`src/rtl/fwd_hazard_unit.sv`:
```
// fwd_hazard_unit: operand bypass select generation plus a small hazard FSM
// that inserts load-use bubbles and freezes the pipeline on a cache miss.
// Optional build macro HAZ_PERF_EN adds stall/freeze cycle counters; without
// it the counter ports are tied to zero and no counter flops exist.

// Per-operand compare lane: EX/ID bypass selects and load-use match.
module fwd_hazard_lane #(
  parameter int AW       = 5,
  parameter int ZERO_REG = 1
) (
  input  logic          en,
  input  logic [AW-1:0] exRs,
  input  logic [AW-1:0] idRs,
  input  logic [AW-1:0] exRd,
  input  logic          exWenN,
  input  logic [AW-1:0] memRd,
  input  logic          memWenN,
  input  logic [AW-1:0] wbRd,
  input  logic          wbWenN,
  output logic [1:0]    exSel,
  output logic          idSel,
  output logic          luMatch
);
  // A write to x0 is discarded by the regfile, so it must never bypass.
  function automatic logic match(input logic [AW-1:0] src, input logic [AW-1:0] rd,
                                 input logic wenN);
    return (src == rd) && !wenN && !((ZERO_REG != 0) && (src == '0));
  endfunction

  // MEM is younger than WB, so it wins when both hold the same register.
  always_comb begin
    exSel   = 2'b00;
    idSel   = 1'b0;
    luMatch = 1'b0;
    if (en) begin
      if (match(exRs, memRd, memWenN))     exSel = 2'b01;
      else if (match(exRs, wbRd, wbWenN))  exSel = 2'b10;
      idSel   = match(idRs, wbRd, wbWenN);
      luMatch = match(idRs, exRd, exWenN);
    end
  end
endmodule

module fwd_hazard_unit #(
  parameter int NSRC         = 2,
  parameter int AW           = 5,
  parameter int LU_LAT       = 1,
  parameter int MISS_TIMEOUT = 255,
  parameter int ZERO_REG     = 1
) (
  input  logic                 clk,
  input  logic                 rst_n,
  input  logic [NSRC*AW-1:0]   ex_rs,
  input  logic [NSRC*AW-1:0]   id_rs,
  input  logic [AW-1:0]        ex_rd,
  input  logic                 ex_wen_n,
  input  logic                 ex_is_load,
  input  logic [AW-1:0]        mem_rd,
  input  logic                 mem_wen_n,
  input  logic [AW-1:0]        wb_rd,
  input  logic                 wb_wen_n,
  input  logic                 mem_req_valid,
  input  logic                 cache_ready,
  output logic [2*NSRC-1:0]    fwd_ex_sel,
  output logic [NSRC-1:0]      fwd_id_sel,
  output logic                 stall_front,
  output logic                 bubble_ex,
  output logic                 freeze_all,
  output logic [1:0]           hz_state,
  output logic                 timeout_err,
  output logic [31:0]          lu_stall_cnt,
  output logic [31:0]          miss_stall_cnt
);
  localparam int MCW = $clog2(MISS_TIMEOUT + 1);
  localparam logic [MCW-1:0] MISS_MAX  = MCW'(MISS_TIMEOUT);
  localparam logic [MCW-1:0] MISS_TRIP = MCW'(MISS_TIMEOUT - 1);
  localparam logic [2:0]     LU_INIT   = 3'(LU_LAT - 1);

  typedef enum logic [1:0] {RUN = 2'b00, LU_WAIT = 2'b01, MISS = 2'b10} hzState_t;

  hzState_t        state, nextState;
  logic [2:0]      luCnt, nextLuCnt;
  logic [MCW-1:0]  missCnt;
  logic            timeoutErr;
  logic [NSRC-1:0] luMatch;
  logic            luHit, miss, stallFront;

  genvar i;
  generate
    for (i = 0; i < NSRC; i++) begin : gLane
      fwd_hazard_lane #(.AW(AW), .ZERO_REG(ZERO_REG)) uLane (
        .en      (rst_n),
        .exRs    (ex_rs[i*AW +: AW]),
        .idRs    (id_rs[i*AW +: AW]),
        .exRd    (ex_rd),
        .exWenN  (ex_wen_n),
        .memRd   (mem_rd),
        .memWenN (mem_wen_n),
        .wbRd    (wb_rd),
        .wbWenN  (wb_wen_n),
        .exSel   (fwd_ex_sel[2*i +: 2]),
        .idSel   (fwd_id_sel[i]),
        .luMatch (luMatch[i])
      );
    end
  endgenerate

  assign luHit = ex_is_load && (|luMatch);
  assign miss  = mem_req_valid && !cache_ready;

  // Next-state and stall decode; a miss always overrides load-use bubbles.
  always_comb begin
    nextState  = state;
    nextLuCnt  = luCnt;
    stallFront = 1'b0;
    unique case (state)
      RUN: begin
        if (miss) nextState = MISS;
        else if (luHit) begin
          stallFront = 1'b1;
          nextLuCnt  = LU_INIT;
          nextState  = (LU_LAT > 1) ? LU_WAIT : RUN;
        end
      end
      LU_WAIT: begin
        if (miss) nextState = MISS;
        else begin
          stallFront = 1'b1;
          nextLuCnt  = luCnt - 3'd1;
          if (luCnt <= 3'd1) nextState = RUN;
        end
      end
      MISS: begin
        // luCnt is left untouched so an interrupted load-use wait resumes.
        if (!miss) nextState = (luCnt != 3'd0) ? LU_WAIT : RUN;
      end
      default: nextState = RUN;
    endcase
  end

  assign stall_front = rst_n && stallFront;
  assign bubble_ex   = rst_n && stallFront;
  assign freeze_all  = rst_n && miss;
  assign hz_state    = state;
  assign timeout_err = timeoutErr;

  // State, bubble counter and saturating miss-length counter with sticky timeout.
  always_ff @(posedge clk) begin
    if (!rst_n) begin
      state      <= RUN;
      luCnt      <= 3'd0;
      missCnt    <= '0;
      timeoutErr <= 1'b0;
    end else begin
      state <= nextState;
      luCnt <= nextLuCnt;
      if (miss) begin
        if (missCnt != MISS_MAX)  missCnt    <= missCnt + 1'b1;
        if (missCnt >= MISS_TRIP) timeoutErr <= 1'b1;
      end else begin
        missCnt <= '0;
      end
    end
  end

`ifdef HAZ_PERF_EN
  logic [31:0] luStallCnt, missStallCnt;

  // Free-running cycle counters for load-use stall and cache freeze.
  always_ff @(posedge clk) begin
    if (!rst_n) begin
      luStallCnt   <= 32'd0;
      missStallCnt <= 32'd0;
    end else begin
      if (stall_front) luStallCnt   <= luStallCnt + 32'd1;
      if (freeze_all)  missStallCnt <= missStallCnt + 32'd1;
    end
  end

  assign lu_stall_cnt   = luStallCnt;
  assign miss_stall_cnt = missStallCnt;
`else
  assign lu_stall_cnt   = 32'd0;
  assign miss_stall_cnt = 32'd0;
`endif
endmodule
```
`config.mk`:
```
export PLATFORM = sky130hd
export DESIGN_NAME = fwd_hazard_unit
export DESIGN_NICKNAME = d
export VERILOG_FILES = /design/src/rtl/fwd_hazard_unit.sv
export SDC_FILE = /design/constraint.sdc
export NUM_CORES = 1
export LEC_CHECK = 0
export BUFFER_PORTS_ARGS = -buffer_cell sky130_fd_sc_hd__buf_4
export CAP_MARGIN = 30
export CORE_MARGIN = 10
export CORE_UTILIZATION = 46
export CTS_CLUSTER_DIAMETER = 40
export DETAILED_ROUTE_END_ITERATION = 6
export PLACE_DENSITY = 0.86
export SYNTH_ARGS = -nofsm -noshare
export SYNTH_HDL_FRONTEND = slang
export SYNTH_SLANG_ARGS = --single-unit
```
`constraint.sdc`:
```
create_clock -name clk -period 3.6 [get_ports clk]
set_clock_uncertainty 0.2 [all_clocks]
set_input_delay 0.72 -clock clk [delete_from_list [all_inputs] [get_ports clk]]
set_output_delay 0.72 -clock clk [all_outputs]
set_load 0.03 [all_outputs]
```
==> metrics.txt <==
# TYPE chip_impl_metric gauge
chip_impl_metric{name="reg2reg_slack",unit="ns"} 1.91
chip_impl_metric{name="die-width",unit="µm"} 83.1
chip_impl_info{name="tritoncts_clock_tree",value="done"} 1
chip_impl_info{name="worst_setup_path_startpoint",value="ex_rs[7]"} 1
chip_impl_info{name="most-common-layout-cells",value="sky130_fd_sc_hd__conb_1, sky130_fd_sc_hd__buf_4, sky130_fd_sc_hd__xnor2_1"} 1
chip_impl_metric{name="layout_worst_path_cycle_share",unit="%"} 84.6
chip_impl_info{name="worstHoldStart",value="timeout_err"} 1
chip_impl_metric{name="fin_crit",unit="ns"} 3.05
chip_impl_metric{name="vias",unit=""} 1506
chip_impl_metric{name="vias_in_the_first_global_route",unit=""} 1601
chip_impl_metric{name="timing.final.hold_violations",unit=""} 0
chip_impl_metric{name="cts.clk_slew.worst_paths",unit="ns"} 0.06
chip_impl_metric{name="antenna_violations_before_repair",unit=""} 0
chip_impl_metric{name="grt_max_degree",unit=""} 12
chip_impl_metric{name="antenna-diode-count",unit=""} 0
chip_impl_metric{name="drt-vias-per-instance",unit=""} 4.59
chip_impl_info{name="timing.setup.critical_path_class",value="primary input to output port"} 1
chip_impl_metric{name="timing.critical_path.buf_inv",unit=""} 2
chip_impl_metric{name="worst_ep_arrival_time",unit="ns"} 2.13
chip_impl_metric{name="cts-resized-gates",unit=""} 0
chip_impl_metric{name="yosysSeqAreaShare",unit="%"} 15.3
chip_impl_metric{name="totalWireLength",unit="mm"} 4.45
chip_impl_metric{name="post_synth.cell_area_avg",unit="µm²"} 7.84
chip_impl_info{name="grt_setup_unrepaired",value="no"} 1
chip_impl_metric{name="synth.cell_area",unit="mm²"} 0.00183
chip_impl_metric{name="clock-sinks",unit=""} 14
chip_impl_metric{name="drive_above_1_share",unit="%"} 23.6
chip_impl_metric{name="grt_pass1_wl",unit="mm"} 7.42
chip_impl_metric{name="floorplan.die_area",unit="mm²"} 0.00691
chip_impl_metric{name="initial_core_util",unit="%"} 48.6
chip_impl_metric{name="detailed_place_hpwl",unit="mm"} 4.00
chip_impl_info{name="mostFrequentLayoutCell",value="sky130_fd_sc_hd__conb_1"} 1
chip_impl_metric{name="area.growth.synth_to_final",unit="%"} 11.7
chip_impl_info{name="cp_top_family",value="simple AND/OR/NAND/NOR gates"} 1
chip_impl_metric{name="achievable_frequency",unit="GHz"} 0.328
chip_impl_metric{name="design.final.nets",unit=""} 330
chip_impl_metric{name="core_area",unit="mm²"} 0.00377
chip_impl_metric{name="crit_path_max_incr_delay",unit="ns"} 0.51
chip_impl_metric{name="initialDrtViolationCount",unit=""} 76
chip_impl_metric{name="pwr_density_cell",unit="mW/mm²"} 299
chip_impl_metric{name="globalRouteTotalUtil",unit="%"} 12.3
chip_impl_info{name="critical_path.startpoint_type",value="primary input"} 1
chip_impl_metric{name="layout.filler_cells",unit=""} 385
chip_impl_metric{name="synth.lib_cells_used.distinct",unit=""} 38
chip_impl_info{name="result_of_the_run",value="completed"} 1
chip_impl_metric{name="clk_path_buf_depth",unit=""} 2
chip_impl_metric{name="leakagePower",unit="nW"} 0.955
chip_impl_info{name="worst_path_max_delay_cell",value="sky130_fd_sc_hd__or4_1"} 1
chip_impl_metric{name="cts.htree.levels",unit=""} 1
chip_impl_metric{name="num_io_pins",unit=""} 119
chip_impl_metric{name="synthCells",unit=""} 234
chip_impl_metric{name="cts-buffers-inserted",unit=""} 3
chip_impl_info{name="synthFlopType",value="sky130_fd_sc_hd__dfxtp_1"} 1
chip_impl_metric{name="setup-violations-final",unit=""} 0
chip_impl_metric{name="synth_edf_count",unit=""} 0
chip_impl_metric{name="overflow",unit=""} 0
chip_impl_metric{name="critPathMaxFanout",unit=""} 3
chip_impl_info{name="worstPathCellList",value="buf_4 -> or4_1 -> nor2_1 -> nor4_1 -> nor4_1 -> buf_4"} 1
chip_impl_metric{name="clk_latency",unit="ns"} 0.25
chip_impl_metric{name="detailedRoute.firstPassIterationCount",unit=""} 4
chip_impl_metric{name="dpl_cell_area",unit="mm²"} 0.00201
chip_impl_metric{name="worstPathRequired",unit="ns"} 2.68
chip_impl_info{name="cts_root_buf",value="sky130_fd_sc_hd__clkbuf_8"} 1
chip_impl_info{name="rr_startpoint",value="missCnt[1]"} 1
chip_impl_metric{name="cts_hold_repair.buffers",unit=""} 0
chip_impl_metric{name="route.antenna.remaining_nets",unit=""} 0
chip_impl_metric{name="post-cts-setup-buffer-count",unit=""} 0
chip_impl_info{name="worst_hold_path_type",value="flip-flop to flip-flop"} 1
chip_impl_metric{name="postLayoutCellArea",unit="mm²"} 0.00205
chip_impl_metric{name="drc",unit=""} 0
chip_impl_metric{name="die-height",unit="µm"} 83.1
chip_impl_metric{name="cap_viol_max_count",unit=""} 0
chip_impl_metric{name="gp_congestion",unit=""} 0.840
chip_impl_metric{name="avgRoutedWirePerCell",unit="µm"} 13.6
chip_impl_metric{name="finalMaxSlewViolations",unit=""} 0
chip_impl_metric{name="synth_async_sr_flop_share",unit="%"} 0
chip_impl_metric{name="row_count",unit=""} 22
chip_impl_info{name="timing.critical_path.to_type",value="output port"} 1
chip_impl_metric{name="setup_tns",unit="ns"} 0
chip_impl_metric{name="place.port_buffers",unit=""} 54
chip_impl_metric{name="synthesis.yosys.warnings",unit=""} 0
chip_impl_metric{name="worst_ir_drop_vdd",unit="mV"} 0.149
chip_impl_metric{name="postSynthRegisterBits",unit=""} 14
[cell type report]
class	count	area [µm²]	share of cell area, %
inverter	9	33.8	1.65
multi-input combinational	200	1230	59.9
timing repair buffer	54	405	19.8
tap	48	60.1	2.93
sequential	14	280	13.7
clock buffer	3	41.3	2.02
[worst paths after layout]
check             endpoint  cells after the start
min reg2reg    timeout_err                      2
max reg2reg     missCnt[0]                      5
min            timeout_err                      2
max          fwd_ex_sel[3]                      6
[per-layer routing]
layer,GRT usage [%],vias up,wire (µm)
met5,0,-,0
met4,5.69,0,105
met3,5.08,9,463
met2,21.2,74,2210
met1,12.6,667,1670
li1,-,756,-
[where the power goes]
| part | leakage, nW | total [mW] | internal [mW] | switching [mW] |
|---|---|---|---|---|
| logic | 0.820 | 0.296 | 0.106 | 0.190 |
| clock network | 0.0216 | 0.129 | 0.0741 | 0.0545 |
| registers | 0.114 | 0.188 | 0.171 | 0.0173 |
[cells in the mapped netlist, types with 3 or more instances]
cell type	instances	area [µm²]
sky130_fd_sc_hd__ha_1	5	62.6
sky130_fd_sc_hd__nand2_1	7	26.3
sky130_fd_sc_hd__buf_4	67	503
sky130_fd_sc_hd__xor2_1	12	105
sky130_fd_sc_hd__nor3_1	3	15.0
sky130_fd_sc_hd__o221ai_1	3	26.3
sky130_fd_sc_hd__clkbuf_1	7	26.3
sky130_fd_sc_hd__nand2b_1	3	18.8
sky130_fd_sc_hd__dfxtp_1	14	280
sky130_fd_sc_hd__or4_1	4	30.0
sky130_fd_sc_hd__nor4_1	7	43.8
sky130_fd_sc_hd__a21oi_1	10	50.1
sky130_fd_sc_hd__nand4_1	8	50.1
sky130_fd_sc_hd__inv_1	5	18.8
sky130_fd_sc_hd__inv_2	4	15.0
sky130_fd_sc_hd__xnor2_1	31	272
sky130_fd_sc_hd__nor2_1	15	56.3
sky130_fd_sc_hd__nand3_1	6	30.0
[metrics by stage]
stage                     total power [mW]  worst slack [ns]  hold slack [ns]  utilization [%]  instances
after floorplan                      0.464             0.275            0.300                -        297
after global placement               0.478             0.581            0.263             53.2        325
final                                0.613             0.555            0.294             54.3        328
after CTS                            0.613             0.566            0.295             54.3        328
after detailed placement             0.484             0.574            0.282             53.2        325
after global routing                 0.659             0.452            0.337             54.3        328
[cell families (layout without fill, tap and decap cells)]
| group | after synthesis | count (layout) | synth area share (%) |
|---|---|---|---|
| xor+xnor | 43 | 43 | 20.5 |
| compound gates | 23 | 23 | 9.69 |
| flops | 14 | 14 | 15.3 |
| simple gates | 64 | 64 | 19.6 |
| mux | 1 | 1 | 0.546 |
| other cells | 1 | 64 | 0.204 |
| buf+inv | 83 | 66 | 30.7 |
| fa+ha+maj | 5 | 5 | 3.41 |
[worst min-delay path, cell delays in order, from the launching register on]
cell	delay, ns
sky130_fd_sc_hd__dfxtp_1	0.33
sky130_fd_sc_hd__nor2_1	0.05
sky130_fd_sc_hd__nor2_1	0.07
[sequential cells by signal, indices dropped and copies added, names as in the netlist]
name	count
timeout_err	1
hz_state	2
missCnt	8
luCnt	3
Note: power is estimated with default switching activity, not from simulation.
